--- config.mk ---
export PLATFORM = sky130hd
export DESIGN_NAME = alu_control_mc
export DESIGN_NICKNAME = d
export VERILOG_FILES = /design/src/rtl/alu_ctrl_pkg.sv /design/src/rtl/muldiv_iter.sv /design/src/rtl/alu_control_mc.sv
export SDC_FILE = /design/constraint.sdc
export NUM_CORES = 1
export LEC_CHECK = 0
export CELL_PAD_IN_SITES_DETAIL_PLACEMENT = 1
export CELL_PAD_IN_SITES_GLOBAL_PLACEMENT = 1
export CORE_ASPECT_RATIO = 0.75
export CORE_MARGIN = 2
export CORE_UTILIZATION = 49
export DETAILED_ROUTE_END_ITERATION = 10
export PLACE_DENSITY_LB_ADDON = 0.12
export SLEW_MARGIN = 20
export SYNTH_ARGS = -nofsm -noshare
export SYNTH_HDL_FRONTEND = slang
export SYNTH_HIERARCHICAL = 1
export SYNTH_SLANG_ARGS = --single-unit
--- constraint.sdc ---
create_clock -name clk -period 10.4 [get_ports clk]
set_input_delay 1.56 -clock clk [delete_from_list [all_inputs] [get_ports clk]]
set_output_delay 1.56 -clock clk [all_outputs]
set_load 0.005 [all_outputs]
--- src/rtl/alu_ctrl_pkg.sv ---
// Shared constants for the ALU control / multi-cycle HI-LO unit: ALUOp classes,
// funct codes, ALU control codes, writeback selects and the mul/div FSM states.
package alu_ctrl_pkg;

  localparam logic [1:0] ALUOP_ADD   = 2'b00;
  localparam logic [1:0] ALUOP_SUB   = 2'b01;
  localparam logic [1:0] ALUOP_RTYPE = 2'b10;
  localparam logic [1:0] ALUOP_ORI   = 2'b11;

  localparam logic [5:0] F_MFHI  = 6'h10;
  localparam logic [5:0] F_MTHI  = 6'h11;
  localparam logic [5:0] F_MFLO  = 6'h12;
  localparam logic [5:0] F_MTLO  = 6'h13;
  localparam logic [5:0] F_MULT  = 6'h18;
  localparam logic [5:0] F_MULTU = 6'h19;
  localparam logic [5:0] F_DIV   = 6'h1A;
  localparam logic [5:0] F_DIVU  = 6'h1B;
  localparam logic [5:0] F_ADD   = 6'h20;
  localparam logic [5:0] F_SUB   = 6'h22;
  localparam logic [5:0] F_AND   = 6'h24;
  localparam logic [5:0] F_OR    = 6'h25;
  localparam logic [5:0] F_NOR   = 6'h27;
  localparam logic [5:0] F_SLT   = 6'h2A;

  localparam logic [3:0] ALU_AND = 4'b0000;
  localparam logic [3:0] ALU_OR  = 4'b0001;
  localparam logic [3:0] ALU_ADD = 4'b0010;
  localparam logic [3:0] ALU_SUB = 4'b0110;
  localparam logic [3:0] ALU_SLT = 4'b0111;
  localparam logic [3:0] ALU_NOR = 4'b1100;

  localparam logic [1:0] HILO_ALU = 2'b00;
  localparam logic [1:0] HILO_HI  = 2'b01;
  localparam logic [1:0] HILO_LO  = 2'b10;

  typedef enum logic [1:0] {
    ST_IDLE = 2'd0,
    ST_RUN  = 2'd1,
    ST_FIX  = 2'd2,
    ST_DONE = 2'd3
  } state_t;

endpackage

--- src/rtl/muldiv_iter.sv ---
// Iterative unsigned-magnitude multiplier / restoring divider with sign fix-up.
// One step per cycle while step=1; res_hi/res_lo are the corrected results.
module muldiv_iter #(
  parameter int WIDTH = 32
) (
  input  logic                    clk,
  input  logic                    rst_n,
  input  logic                    load,
  input  logic                    step,
  input  logic                    is_div,
  input  logic                    is_signed,
  input  logic signed [WIDTH-1:0] rs_val,
  input  logic signed [WIDTH-1:0] rt_val,
  output logic        [WIDTH-1:0] res_hi,
  output logic        [WIDTH-1:0] res_lo
);

  logic [WIDTH-1:0] acc, mq, opnd, rs_keep;
  logic             div_q, neg_a, neg_x, dz;

  logic             rs_neg, rt_neg;
  logic [WIDTH-1:0] rs_mag, rt_mag;
  logic [WIDTH:0]   sum, shifted;
  logic             keep;
  logic [WIDTH*2-1:0] prod, prod_s;

  always_comb begin
    rs_neg  = is_signed & rs_val[WIDTH-1];
    rt_neg  = is_signed & rt_val[WIDTH-1];
    rs_mag  = rs_neg ? $unsigned(-rs_val) : $unsigned(rs_val);
    rt_mag  = rt_neg ? $unsigned(-rt_val) : $unsigned(rt_val);
    sum     = {1'b0, acc} + {1'b0, (mq[0] ? opnd : '0)};
    shifted = {acc, mq[WIDTH-1]};
    keep    = shifted >= {1'b0, opnd};
  end

  // Operand latch on accept, then one shift-add / restoring-subtract per step
  always_ff @(posedge clk or negedge rst_n) begin
    if (!rst_n) begin
      acc     <= '0;
      mq      <= '0;
      opnd    <= '0;
      rs_keep <= '0;
      div_q   <= 1'b0;
      neg_a   <= 1'b0;
      neg_x   <= 1'b0;
      dz      <= 1'b0;
    end else if (load) begin
      acc     <= '0;
      mq      <= rs_mag;
      opnd    <= rt_mag;
      rs_keep <= rs_val;
      div_q   <= is_div;
      neg_a   <= rs_neg;
      neg_x   <= rs_neg ^ rt_neg;
      dz      <= (rt_val == '0);
    end else if (step) begin
      if (div_q) begin
        acc <= keep ? WIDTH'(shifted - {1'b0, opnd}) : shifted[WIDTH-1:0];
        mq  <= {mq[WIDTH-2:0], keep};
      end else begin
        acc <= sum[WIDTH:1];
        mq  <= {sum[0], mq[WIDTH-1:1]};
      end
    end
  end

  // Sign correction; divide-by-zero bypasses it so hi returns the raw dividend
  always_comb begin
    prod   = {acc, mq};
    prod_s = neg_x ? -prod : prod;
    if (div_q) begin
      if (dz) begin
        res_lo = '1;
        res_hi = rs_keep;
      end else begin
        res_lo = neg_x ? -mq : mq;
        res_hi = neg_a ? -acc : acc;
      end
    end else begin
      res_hi = prod_s[WIDTH*2-1:WIDTH];
      res_lo = prod_s[WIDTH-1:0];
    end
  end

endmodule

--- src/rtl/alu_control_mc.sv ---
// ALU control decode plus HI/LO register file with a multi-cycle mul/div FSM.
// Decode is purely combinational; the FSM only governs HI/LO updates and stalls.
module alu_control_mc
  import alu_ctrl_pkg::*;
#(
  parameter int WIDTH  = 32,
  parameter int CTRL_W = 4
) (
  input  logic                    clk,
  input  logic                    rst_n,
  input  logic [1:0]              ALUOp,
  input  logic [5:0]              instruction,
  input  logic                    start,
  input  logic signed [WIDTH-1:0] rs_val,
  input  logic signed [WIDTH-1:0] rt_val,
  output logic [CTRL_W-1:0]       aluControlSignal,
  output logic [1:0]              hilo_sel,
  output logic                    illegal,
  output logic                    busy,
  output logic                    done,
  output logic [WIDTH-1:0]        hi,
  output logic [WIDTH-1:0]        lo
);

  localparam int CNT_W = (WIDTH > 1) ? $clog2(WIDTH) : 1;

  state_t           state, state_nxt;
  logic [CNT_W-1:0] cnt;
  logic [3:0]       alu_code;
  logic             accept, is_md, md_load;
  logic [WIDTH-1:0] res_hi, res_lo;

  always_comb begin
    alu_code = ALU_ADD;
    hilo_sel = HILO_ALU;
    illegal  = 1'b0;
    case (ALUOp)
      ALUOP_ADD: alu_code = ALU_ADD;
      ALUOP_SUB: alu_code = ALU_SUB;
      ALUOP_ORI: alu_code = ALU_OR;
      default: begin
        case (instruction)
          F_ADD:  alu_code = ALU_ADD;
          F_SUB:  alu_code = ALU_SUB;
          F_AND:  alu_code = ALU_AND;
          F_OR:   alu_code = ALU_OR;
          F_NOR:  alu_code = ALU_NOR;
          F_SLT:  alu_code = ALU_SLT;
          F_MFHI: hilo_sel = HILO_HI;
          F_MFLO: hilo_sel = HILO_LO;
          F_MTHI, F_MTLO, F_MULT, F_MULTU, F_DIV, F_DIVU: ;
          default: illegal = 1'b1;
        endcase
      end
    endcase
  end

  assign aluControlSignal = CTRL_W'(alu_code);

  assign accept  = start && (ALUOp == ALUOP_RTYPE) && (state == ST_IDLE);
  assign is_md   = (instruction == F_MULT) || (instruction == F_MULTU) ||
                   (instruction == F_DIV)  || (instruction == F_DIVU);
  assign md_load = accept && is_md;

  always_ff @(posedge clk or negedge rst_n) begin
    if (!rst_n) begin
      state <= ST_IDLE;
      cnt   <= '0;
    end else begin
      state <= state_nxt;
      cnt   <= (state == ST_RUN) ? cnt + 1'b1 : '0;
    end
  end

  always_comb begin
    state_nxt = state;
    case (state)
      ST_IDLE: if (md_load) state_nxt = ST_RUN;
      ST_RUN:  if (cnt == CNT_W'(WIDTH - 1)) state_nxt = ST_FIX;
      ST_FIX:  state_nxt = ST_DONE;
      default: state_nxt = ST_IDLE;
    endcase
  end

  always_comb begin
    busy = (state != ST_IDLE);
    done = (state == ST_DONE);
  end

  // HI/LO: moves land at the accepting edge, mul/div results at the FIX edge
  always_ff @(posedge clk or negedge rst_n) begin
    if (!rst_n) begin
      hi <= '0;
      lo <= '0;
    end else if (state == ST_FIX) begin
      hi <= res_hi;
      lo <= res_lo;
    end else if (accept && instruction == F_MTHI) begin
      hi <= rs_val;
    end else if (accept && instruction == F_MTLO) begin
      lo <= rs_val;
    end
  end

  muldiv_iter #(.WIDTH(WIDTH)) u_muldiv (
    .clk       (clk),
    .rst_n     (rst_n),
    .load      (md_load),
    .step      (state == ST_RUN),
    .is_div    (instruction[1]),
    .is_signed (~instruction[0]),
    .rs_val    (rs_val),
    .rt_val    (rt_val),
    .res_hi    (res_hi),
    .res_lo    (res_lo)
  );

endmodule

==> results by stage <==
Outcome:
- The flow ran to the end, and the final reports show no timing, DRC or antenna violations.

Global route:
- The global router's overall resource usage is 37.7%.
- Summed over all layers, the global routing overflow is 0.
- The maximum number of pins on one net before global-route repair is 107.
- The initial antenna violation count is 1.
- The first global-routing pass estimated 112,000 µm of wire.
- The via count of the first global-routing pass is 18,064.

Synthesis:
- In the synthesized netlist the dominant register cell turns out to be sky130_fd_sc_hd__dfrtp_1.
- The distinct cell type count of the synthesized netlist is 90.
- The number of cells produced by synthesis is 2,160.
- In the post-synthesis netlist, the cell with the most instances is sky130_fd_sc_hd__nor2_1.
- The synthesized netlist occupies a cell area of 17,900 µm².
- Ranked by instance count, the synthesized netlist is headed by sky130_fd_sc_hd__nor2_1 (245), sky130_fd_sc_hd__a21oi_1 (224), sky130_fd_sc_hd__dfrtp_1 (203).
- The number of flops mapped to enable cells by yosys is 0.
- Counting flops with an async set or reset pin after synthesis yields a share of between 90% and 100%.
- In the post-synthesis netlist, the biggest area contributors are sky130_fd_sc_hd__dfrtp_1 (28%), sky130_fd_sc_hd__a21oi_1 (6.3%), sky130_fd_sc_hd__ha_1 (5.2%).
- The total number of yosys warnings is 6.
- The number of storage elements in the synthesis netlist is slightly above 200.
- Summing the sequential cell areas from Yosys gives 28.3% of the chip area.
- The area share of the largest cell type after synthesis is between 20% and 30%.
- The net count after synthesis is 2,311.
- sky130_fd_sc_hd__dfrtp_1 takes more of the synthesized area than any other cell.
- The post-synthesis average cell area is 8.30 µm².

STA:
- The number of max-slew violations in the final report is 0.
- The setup total negative slack is 0 ns.
- The least setup slack across all paths after layout is 4.79 ns.
- The clock arrives with approximately 0.011 ns of skew.
- Measured against its own limit, the worst slew margin works out to 23.7%.
- The share of the clock period used by the worst path after layout is between 50% and 60%.
- The maximum clock frequency is 178 MHz.
- The tightest hold path in the finished design has a slack of about 0.47 ns.
- Setup repair after global routing left no endpoint under its margin.
- The shortest period the worst path allows is 5.61 ns.
- Setup violations remaining at the end of the flow were counted as 0.
- The slew at the pin closest to its max-slew limit is 1.14 ns.
- The count of endpoints failing hold in the final timing report is 0.

Clock network:
- Clock tree synthesis selected as its root buffer the cell sky130_fd_sc_hd__clkbuf_16.
- CTS built an H-tree with a depth of 1.
- For this design, the sink count on the clock tree is 203.
- The clock-pin slew on the worst setup and hold paths is about 0.060 ns.
- Once the clock tree was built, the setup fixing pass inserted 0 buffers.
- The count of cells resized by post-cts repair is 0.
- The number of buffers on the longest clock path is 3.
- The number of buffers created by CTS is 24.
- The clock network latency to the later pin of the worst-skew pair is ~0.55 ns.
- In this run, post-CTS hold repair placed 0 buffers.
- The TritonCTS clock tree is yes.

Placed design:
- Buffers placed on the I/O ports in this run total 147.
- The final weighted congestion in routability-driven placement is between 0.9 and 1.
- The cell count after placement is 2,623.
- The pre-CTS setup slack is 4.67 ns.
- After legalization and detailed placement, the total HPWL measured about 52,000 µm.
- The instance area at placement is 19,500 µm².

Worst setup path:
- The maximum fanout count along the critical path is 43.
- STA classifies the critical path endpoint as an output pin.
- The worst reg-to-reg setup slack is 6.06 ns.
- The critical path launch point type is an input port.
- The critical setup path kind is in2out.
- At the worst endpoint, the arrival time is 4.05 ns.
- At the worst endpoint, the required time is 8.84 ns.

Layout:
- The area of all placed cells without fillers is 20,400 µm².
- The final standard cell count with taps included and fillers excluded is ~2,700.
- The share of final-layout standard cells stronger than drive strength 1 is 8.94%.
- The sequential cells in the finished layout cover a total of slightly above 5000 µm².
- The antenna diode count is 0.
- The multi-input gate area in the final layout is 11,900 µm².
- Compared with the post-synthesis result, the final layout area differs by 13.7%.
- The utilization after layout is 56.7%.
- The final net count is 2,337.
- Counting the fill cells in the layout gives 4,233.

Min path:
- The path class of the tightest hold or removal check is reg2reg.

Pwr:
- The analysis attributes to cell leakage a power of 8.39 nW.
- The power per unit of standard cell area is 314 nW/µm².
- The worst IR drop on VDD is 160 µV.
- The power consumption is between 6 and 7 mW.

Routing:
- The post-route antenna net violation count is 0.
- The total iterations of the first detailed-routing run is 5.
- In the routed design, unresolved DRC markers number 0.
- For this block, the via count after detailed routing is 18,582.
- The total detailed-routing wirelength is roughly 73,000 µm.
- The average vias per placed instance is 6.96.
- The average wire per standard cell is 27.4 µm.
- The first routing iteration left 2,078 violations.

Floorplanning:
- Once the floorplan was initialized, standard cells occupied between 40% and 50% of the core.
- The number of placement rows is 60.
- The region available for standard cell placement spans 36,000 µm².
- For this design the top-level I/O count stands at about 150.
- The horizontal extent of the die is 225 µm.
- The floorplan die area is 38,200 µm².
- The y dimension of the die is 170 µm.

Flow run:
- The reported max-cap violation count is 0.
-- placed cells by master, fill, tap and decap left out, drive strengths merged, types with 65 or more instances in the layout --
| cell | synthesis | layout |
|---|---|---|
| nor2 | 245 | 245 |
| a21oi | 224 | 224 |
| dfrtp | 203 | 203 |
| clkdlybuf4s50 | 0 | 146 |
| o21ai | 143 | 143 |
| nand2 | 131 | 131 |
| xnor2 | 81 | 81 |
| ha | 74 | 74 |
| inv | 73 | 74 |
| o41ai | 74 | 74 |
| xor2 | 73 | 73 |
| a2bb2oi | 65 | 65 |
-- power by group --
part	internal, mW	total (mW)	switching, mW
clock network	0.550	0.926	0.376
registers	1.10	1.64	0.541
logic	1.66	3.83	2.17
-- critical path, cell delays in order --
cell                              delay [ns]
sky130_fd_sc_hd__clkdlybuf4s50_1        0.60
sky130_fd_sc_hd__or3b_4                 0.73
sky130_fd_sc_hd__buf_12                 0.29
sky130_fd_sc_hd__nor4_1                 0.25
sky130_fd_sc_hd__clkdlybuf4s50_1        0.56
-- cells by family after synthesis --
family          Yosys count  share of synthesized area [%]
compound gates          770                           30.7
simple gates            614                           16.7
buf+inv                 244                           5.60
flops                   203                           28.3
xor+xnor                154                           7.52
mux                      99                           5.78
fa+ha+maj                76                           5.39
-- sequential cells by signal (all words and copies together) (netlist names) --
| signal | count |
|---|---|
| hi | 32 |
| u_muldiv/dz | 1 |
| lo | 32 |
| cnt | 5 |
| state | 2 |
| u_muldiv/div_q | 1 |
| u_muldiv/rs_keep | 32 |
| u_muldiv/mq | 32 |
| u_muldiv/acc | 32 |
| u_muldiv/neg_a | 1 |
| u_muldiv/opnd | 32 |
| u_muldiv/neg_x | 1 |
-- path summary, 6_finish.rpt --
kind	start	end	cells past startpoint
worst max-delay path	instruction[2]	hilo_sel[1]	5
worst min-delay path	cnt[0]	cnt[0]	1
worst max register to register	u_muldiv/acc[8]	u_muldiv/acc[19]	10
worst min register to register	cnt[0]	cnt[0]	1
max in group asynchronous	rst_n	u_muldiv/div_q	2
min in group asynchronous	rst_n	u_muldiv/acc[15]	1
-- routing by layer --
metal / share of wire [%] / global-route usage (%) / vias up
li1: - / - / 8119
met1: 45 / 55.7 / 9417
met2: 42 / 55.2 / 916
met3: 9.8 / 8.45 / 130
met4: 2.6 / 9.67 / 0
met5: 0 / 0 / -
-- cell type report --
type	instances	area share [%]
tap	465	2.85
inverter	73	1.34
timing repair buffer	171	8.24
clock inverter	11	0.693
multi-input combinational	1713	58.5
clock buffer	33	3.46
sequential	203	24.9
No activity file was read; power rests on OpenSTA's default activity.
